==> src/rtl/de_scoreboard.sv <==
`default_nettype none
// +--------------------------------------------------------------------------+
// | Module   : de_scoreboard                                                 |
// | Purpose  : Decode-stage register scoreboard with per-register pending    |
// |            counters, RAW hazard detection and writeback bypass.          |
// | Options  : SB_WAW_STALL_EN - limit each register to one writer in flight |
// | Revision : 1.0 - initial release                                         |
// +--------------------------------------------------------------------------+
module de_scoreboard #(
  parameter int NREGS     = 32,
  parameter int REGNOBITS = 5,
  parameter int NSRC      = 2,
  parameter int NWB       = 1,
  parameter int CNTBITS   = 2
) (
  input  logic                      clk,
  input  logic                      reset,
  input  logic [NSRC-1:0]           src_use,
  input  logic [NSRC*REGNOBITS-1:0] src_regno,
  input  logic                      issue_valid,
  input  logic                      issue_wr_reg,
  input  logic [REGNOBITS-1:0]      issue_rd,
  input  logic                      ext_stall,
  input  logic [NWB-1:0]            wb_valid,
  input  logic [NWB*REGNOBITS-1:0]  wb_regno,
  output logic                      stall,
  output logic                      issue_fire,
  output logic [NREGS-1:0]          pending,
  output logic                      err
);

  localparam int c_HITBITS = $clog2(NWB + 1);
  localparam int c_SUMBITS = ((CNTBITS > c_HITBITS) ? CNTBITS : c_HITBITS) + 1;
  localparam logic [CNTBITS-1:0] c_CNT_MAX = '1;

  logic [CNTBITS-1:0] r_cnt     [NREGS];
  logic [CNTBITS-1:0] w_cnt_nxt [NREGS];
  logic [NREGS-1:0]   r_pending;
  logic               r_err;

  // w_busy reflects the bypassed count: pending writes not retiring this cycle
  logic [NREGS-1:0]   w_busy;
  logic [NREGS-1:0]   w_full;
  logic [NREGS-1:0]   w_unf;
  logic               w_src_haz;
  logic               w_sat;
  logic               w_waw;
  logic               w_issue_wr;

  always_comb begin
    logic [REGNOBITS-1:0] v_regno;
    w_src_haz = 1'b0;
    v_regno   = '0;
    for (int i = 0; i < NSRC; i++) begin
      v_regno = src_regno[i*REGNOBITS +: REGNOBITS];
      if (src_use[i] && (v_regno != '0) && w_busy[v_regno])
        w_src_haz = 1'b1;
    end
  end

  assign w_sat = issue_wr_reg && (issue_rd != '0) && w_full[issue_rd];

`ifdef SB_WAW_STALL_EN
  assign w_waw = issue_wr_reg && (issue_rd != '0) && w_busy[issue_rd];
`else
  assign w_waw = 1'b0;
`endif

  assign stall      = issue_valid & (w_src_haz | w_sat | w_waw | ext_stall);
  assign issue_fire = issue_valid & ~stall;
  assign w_issue_wr = issue_fire & issue_wr_reg & (issue_rd != '0);

  for (genvar r = 0; r < NREGS; r++) begin : g_reg
    if (r == 0) begin : g_zero
      assign w_busy[r]    = 1'b0;
      assign w_full[r]    = 1'b0;
      assign w_unf[r]     = 1'b0;
      assign w_cnt_nxt[r] = '0;
    end else begin : g_track
      logic [c_HITBITS-1:0] w_hits;
      logic [c_SUMBITS-1:0] w_sum;
      logic [c_SUMBITS-1:0] w_sub;

      always_comb begin
        w_hits = '0;
        for (int p = 0; p < NWB; p++) begin
          if (wb_valid[p] && (wb_regno[p*REGNOBITS +: REGNOBITS] == REGNOBITS'(r)))
            w_hits = w_hits + c_HITBITS'(1);
        end
      end

      // Saturation stall keeps the increment from overflowing, so w_sum fits
      assign w_sub        = c_SUMBITS'(w_hits);
      assign w_sum        = c_SUMBITS'(r_cnt[r])
                          + c_SUMBITS'(w_issue_wr && (issue_rd == REGNOBITS'(r)));
      assign w_busy[r]    = c_SUMBITS'(r_cnt[r]) > w_sub;
      assign w_full[r]    = r_cnt[r] == c_CNT_MAX;
      assign w_unf[r]     = w_sum < w_sub;
      assign w_cnt_nxt[r] = w_unf[r] ? '0 : CNTBITS'(w_sum - w_sub);
    end
  end

  always_ff @(posedge clk or negedge reset) begin
    if (!reset) begin
      for (int r = 0; r < NREGS; r++)
        r_cnt[r] <= '0;
      r_pending <= '0;
      r_err     <= 1'b0;
    end else begin
      for (int r = 0; r < NREGS; r++) begin
        r_cnt[r]     <= w_cnt_nxt[r];
        r_pending[r] <= |w_cnt_nxt[r];
      end
      r_err <= r_err | (|w_unf);
    end
  end

  assign pending = r_pending;
  assign err     = r_err;

endmodule
`default_nettype wire

==> config.mk <==
export PLATFORM = sky130hd
export DESIGN_NAME = de_scoreboard
export DESIGN_NICKNAME = d
export VERILOG_FILES = /design/src/rtl/de_scoreboard.sv
export SDC_FILE = /design/constraint.sdc
export NUM_CORES = 1
export LEC_CHECK = 0
export CORE_MARGIN = 3
export CORE_UTILIZATION = 50
export DETAILED_ROUTE_END_ITERATION = 8
export PLACE_DENSITY = 0.68
export SLEW_MARGIN = 20
export SYNTH_ARGS = -nofsm -noshare
export SYNTH_HDL_FRONTEND = slang
export SYNTH_SLANG_ARGS = --single-unit
==> constraint.sdc <==
create_clock -name clk -period 4.65 [get_ports clk]
set_input_delay 0.93 -clock clk [delete_from_list [all_inputs] [get_ports clk]]
set_output_delay 0.93 -clock clk [all_outputs]
set_load 0.01 [all_outputs]
==> impl_metrics.csv <==
group,metric,value,unit
run_status,outcome,"finished with violations",
run_status,failed_checks,"negative setup slack",
power,static-leakage-power,5.18,nW
clock_network,clock_latency,0.36,ns
route,wirelength_met1,11100,µm
global_routing,number_of_antenna_violations_at_the_first_check_in_global_routing,1,
floorplanning,die_area,0.0166,mm²
clock_network,cts_num_sinks,94,
floorplanning,core.rowCount,44,
synth,synthesis.area_per_instance,9.11,µm²
sta,min_period_over_period,105,%
global_routing,grt_first_pass_wirelength,39800,µm
critical_path,critical_path.top_delay_family,"simple AND/OR/NAND/NOR gates",
finish,post_layout_net_count,1242,
run,max-cap-violations,0,
synth,ys_seq_area_share,31.2,%
critical_path,start_kind,"input port",
sta,final_max_slew_viol_count,0,
route,post_drt_wl_per_cell,20.6,µm
critical_path,timing.critical_path.fanout_max,5,
clock_network,clock-root-buffer,"sky130_fd_sc_hd__clkbuf_16",
route,ant_nets,0,
synth,netlist-cell-type-count,60,
sta,setup_violations,5,
critical_path,path_common_cell,"sky130_fd_sc_hd__buf_4",
synth,syn_inst,828,
place,finalWeightedCongestion,1.02,
clock_network,clock_path_buffers,2,
clock_network,number_of_buffers_created_by_cts,9,
synth,ys_warn_count,0,
critical_path,critPathKind,"input port to register",
sta,setup_repair_after_global_routing_missed_its_margin,"true",
critical_path,r2r_slack,0.38,ns
critical_path,cp.required,4.89,ns
route,dr_total_vias,7250,
hold_path,worst_hold_path_type,"input port to asynchronous set/reset pin",
critical_path,path_cells,"buf_4, nor2b_4, buf_4, nand2_4, nor2_2, ha_1, o21bai_1, mux4_2, a22oi_2, o221ai_2, a2111o_1, buf_6, buf_6, nor3_4, ha_4, inv_2, ha_4, a222oi_1, and3_1, nand4_1, buf_4, or3_1",
sta,timing.final.crit_period,4.87,ns
route,drc_errors,0,
finish,insertedDiodeCount,0,
synth,synth.cell_area,0.00754,mm²
sta,layout_setup_ws,-0.223,ns
finish,final_common_cell,"sky130_fd_sc_hd__buf_4",
route,met3RoutedLength,1620,µm
route,wl_met2,12300,µm
route,routed_via_density,5.69,
floorplanning,total_i_o_pin_count,63,
critical_path,timing.critical_path.buf_inv,6,
critical_path,worst-endpoint-arrival,5.12,ns
critical_path,crit_path_end_kind,"register",
clock_network,clk_slew_on_worst_s_h_paths,0.07,ns
global_routing,first_global_vias,7453,
floorplanning,die_width,129,µm
finish,seq_area,0.00235,mm²
route,detail_route.wirelength,26300,µm
clock_network,htreeDepth,3,
sta,max_slew_margin,42.3,%
place,placement.io_buffers,61,
floorplanning,core-area,0.0146,mm²
global_routing,total_routing_resource_utilization_after_global_routing,31.8,%
finish,syn2layout_area_growth,47.3,%
synth,synth_nets,985,
route,detail_route.first_pass.iterations,5,
clock_network,cts_tree,"done",
global_routing,globalRoute.totalOverflow,0,
critical_path,critPathMaxStageDelay,0.48,ns
global_routing,pin_count_of_the_biggest_net_entering_global_routing,68,
floorplanning,die_h,129,µm
finish,post_route_cells_drive_above_1_share,40.8,%
synth,synth-async-reset-ratio,100,%
sta,final_hold_viol_count,0,
route,detail_route.iter0.violations,559,
finish,layout.core_utilization,75.8,%
finish,leading_cell_types_in_the_layout_fill_and_taps_excluded,"sky130_fd_sc_hd__buf_4, sky130_fd_sc_hd__inv_1, sky130_fd_sc_hd__ha_1",
place,detailedPlacementHpwl,20800,µm
synth,ys.flop_type,"sky130_fd_sc_hd__dfrtp_1",
finish,filler_cell_count,1035,
critical_path,critical_path_top_delay_cell,"sky130_fd_sc_hd__mux4_2",
place,dp_slack,-1.46,ns
power,pwr_dens,444,mW/mm²
route,route.top_layer_used,"met5",
power,maximum_resistive_drop_on_vdd,345,µV
synth,synth-edff-count,0,
sta,final.setup_skew,0.00517,ns
floorplanning,initial_core_utilization,51.5,%
clock_network,cts_hold_repair.buffers,0,
sta,worst_slew_pin_slew,0.866,ns
synth,synth.ff_latch_count,94,
finish,multi_input_area,0.00541,mm²
sta,fmax,205,MHz
area by class of cell:
class                           instances  area share (%)
Sequential cell                        94            21.2
Tap cell                              184            2.07
Clock inverter                          6           0.608
Inverter                              140            4.73
Timing Repair Buffer                  271            20.5
Clock buffer                           10            2.15
Multi-Input combinational cell        569            48.7
per-stage QoR:
stage               power (mW)  std cells  TNS (ns)  hold slack [ns]  instance area [µm²]
floorplan                 2.63        828         0            0.610                 7550
global placement          3.63       1230    -83.93            0.703                 9640
detailed placement        3.75       1230    -79.34            0.727                 9640
CTS                       4.72       1263    -0.884            0.703                10600
global route              5.26       1274     -1.81            0.720                11100
finish                    4.93       1274    -0.469            0.652                11100
cell usage after synthesis (13+ instances only):
cell type | count | share of area [%]
sky130_fd_sc_hd__nor2_1 | 75 | 3.7
sky130_fd_sc_hd__nor3_2 | 30 | 4.0
sky130_fd_sc_hd__a22oi_1 | 13 | 1.3
sky130_fd_sc_hd__mux2_2 | 25 | 3.7
sky130_fd_sc_hd__nand2_1 | 32 | 1.6
sky130_fd_sc_hd__inv_1 | 140 | 7.0
sky130_fd_sc_hd__a21oi_1 | 36 | 2.4
sky130_fd_sc_hd__o21ai_0 | 14 | 0.93
sky130_fd_sc_hd__ha_1 | 129 | 21
sky130_fd_sc_hd__o21bai_1 | 29 | 2.9
sky130_fd_sc_hd__or2_2 | 33 | 2.7
sky130_fd_sc_hd__dfrtp_1 | 94 | 31
sky130_fd_sc_hd__nand3_1 | 33 | 2.2
state kept, by name, summed over array words and instances (netlist names):
register and flops:
r_cnt 62, err 1, pending 31
where the power goes:
part	switching [mW]	total [mW]	internal (mW)	leakage, nW
clock network	0.348	0.782	0.435	0.145
registers	0.291	1.47	1.18	1.08
logic	1.32	2.68	1.36	3.96
total	1.96	4.93	2.97	5.18
final timing paths:
kind / from / to / cells after the start
max in group asynchronous: reset / r_cnt[18] / 2
min reg2reg: r_cnt[17] / r_cnt[16] / 3
max reg2reg: r_cnt[50] / err / 18
max: wb_regno[3] / err / 22
min in group clk: r_cnt[17] / r_cnt[16] / 3
min: reset / r_cnt[16] / 1
per-layer routing:
metal	GRT usage, %	vias up
met5	0	-
met4	15.8	2
met3	6.43	76
met2	51.6	252
met1	40.5	3543
li1	-	3377
what timing repair did:
item	4_1_cts	5_1_grt
gates resized for setup	160	93
setup endpoints to repair	93	37
pin swaps	34	49
setup buffers	19	11
cells by family (layout without fill, tap and decap cells):
family                   count (synthesis)  in the layout  synth area share (%)
multiplexers                            35             35                  6.22
other                                    1              1                0.0497
AO/OA/AOI/OAI                          142            142                  13.2
buffers and inverters                  165            427                  8.78
adder cells (fa/ha/maj)                129            129                  21.4
flip-flops                              94             94                  31.2
AND/OR/NAND/NOR                        262            262                  19.1
worst reg2reg max path, delay by kind of cell, from the launching register on:
kind | cells | cell delay, ns
buf+inv | 5 | 0.55
compound gates | 5 | 1.19
flops | 1 | 0.42
mux | 1 | 0.49
fa+ha+maj | 3 | 0.58
simple gates | 4 | 0.93
Power figures use the tool's default switching activity.
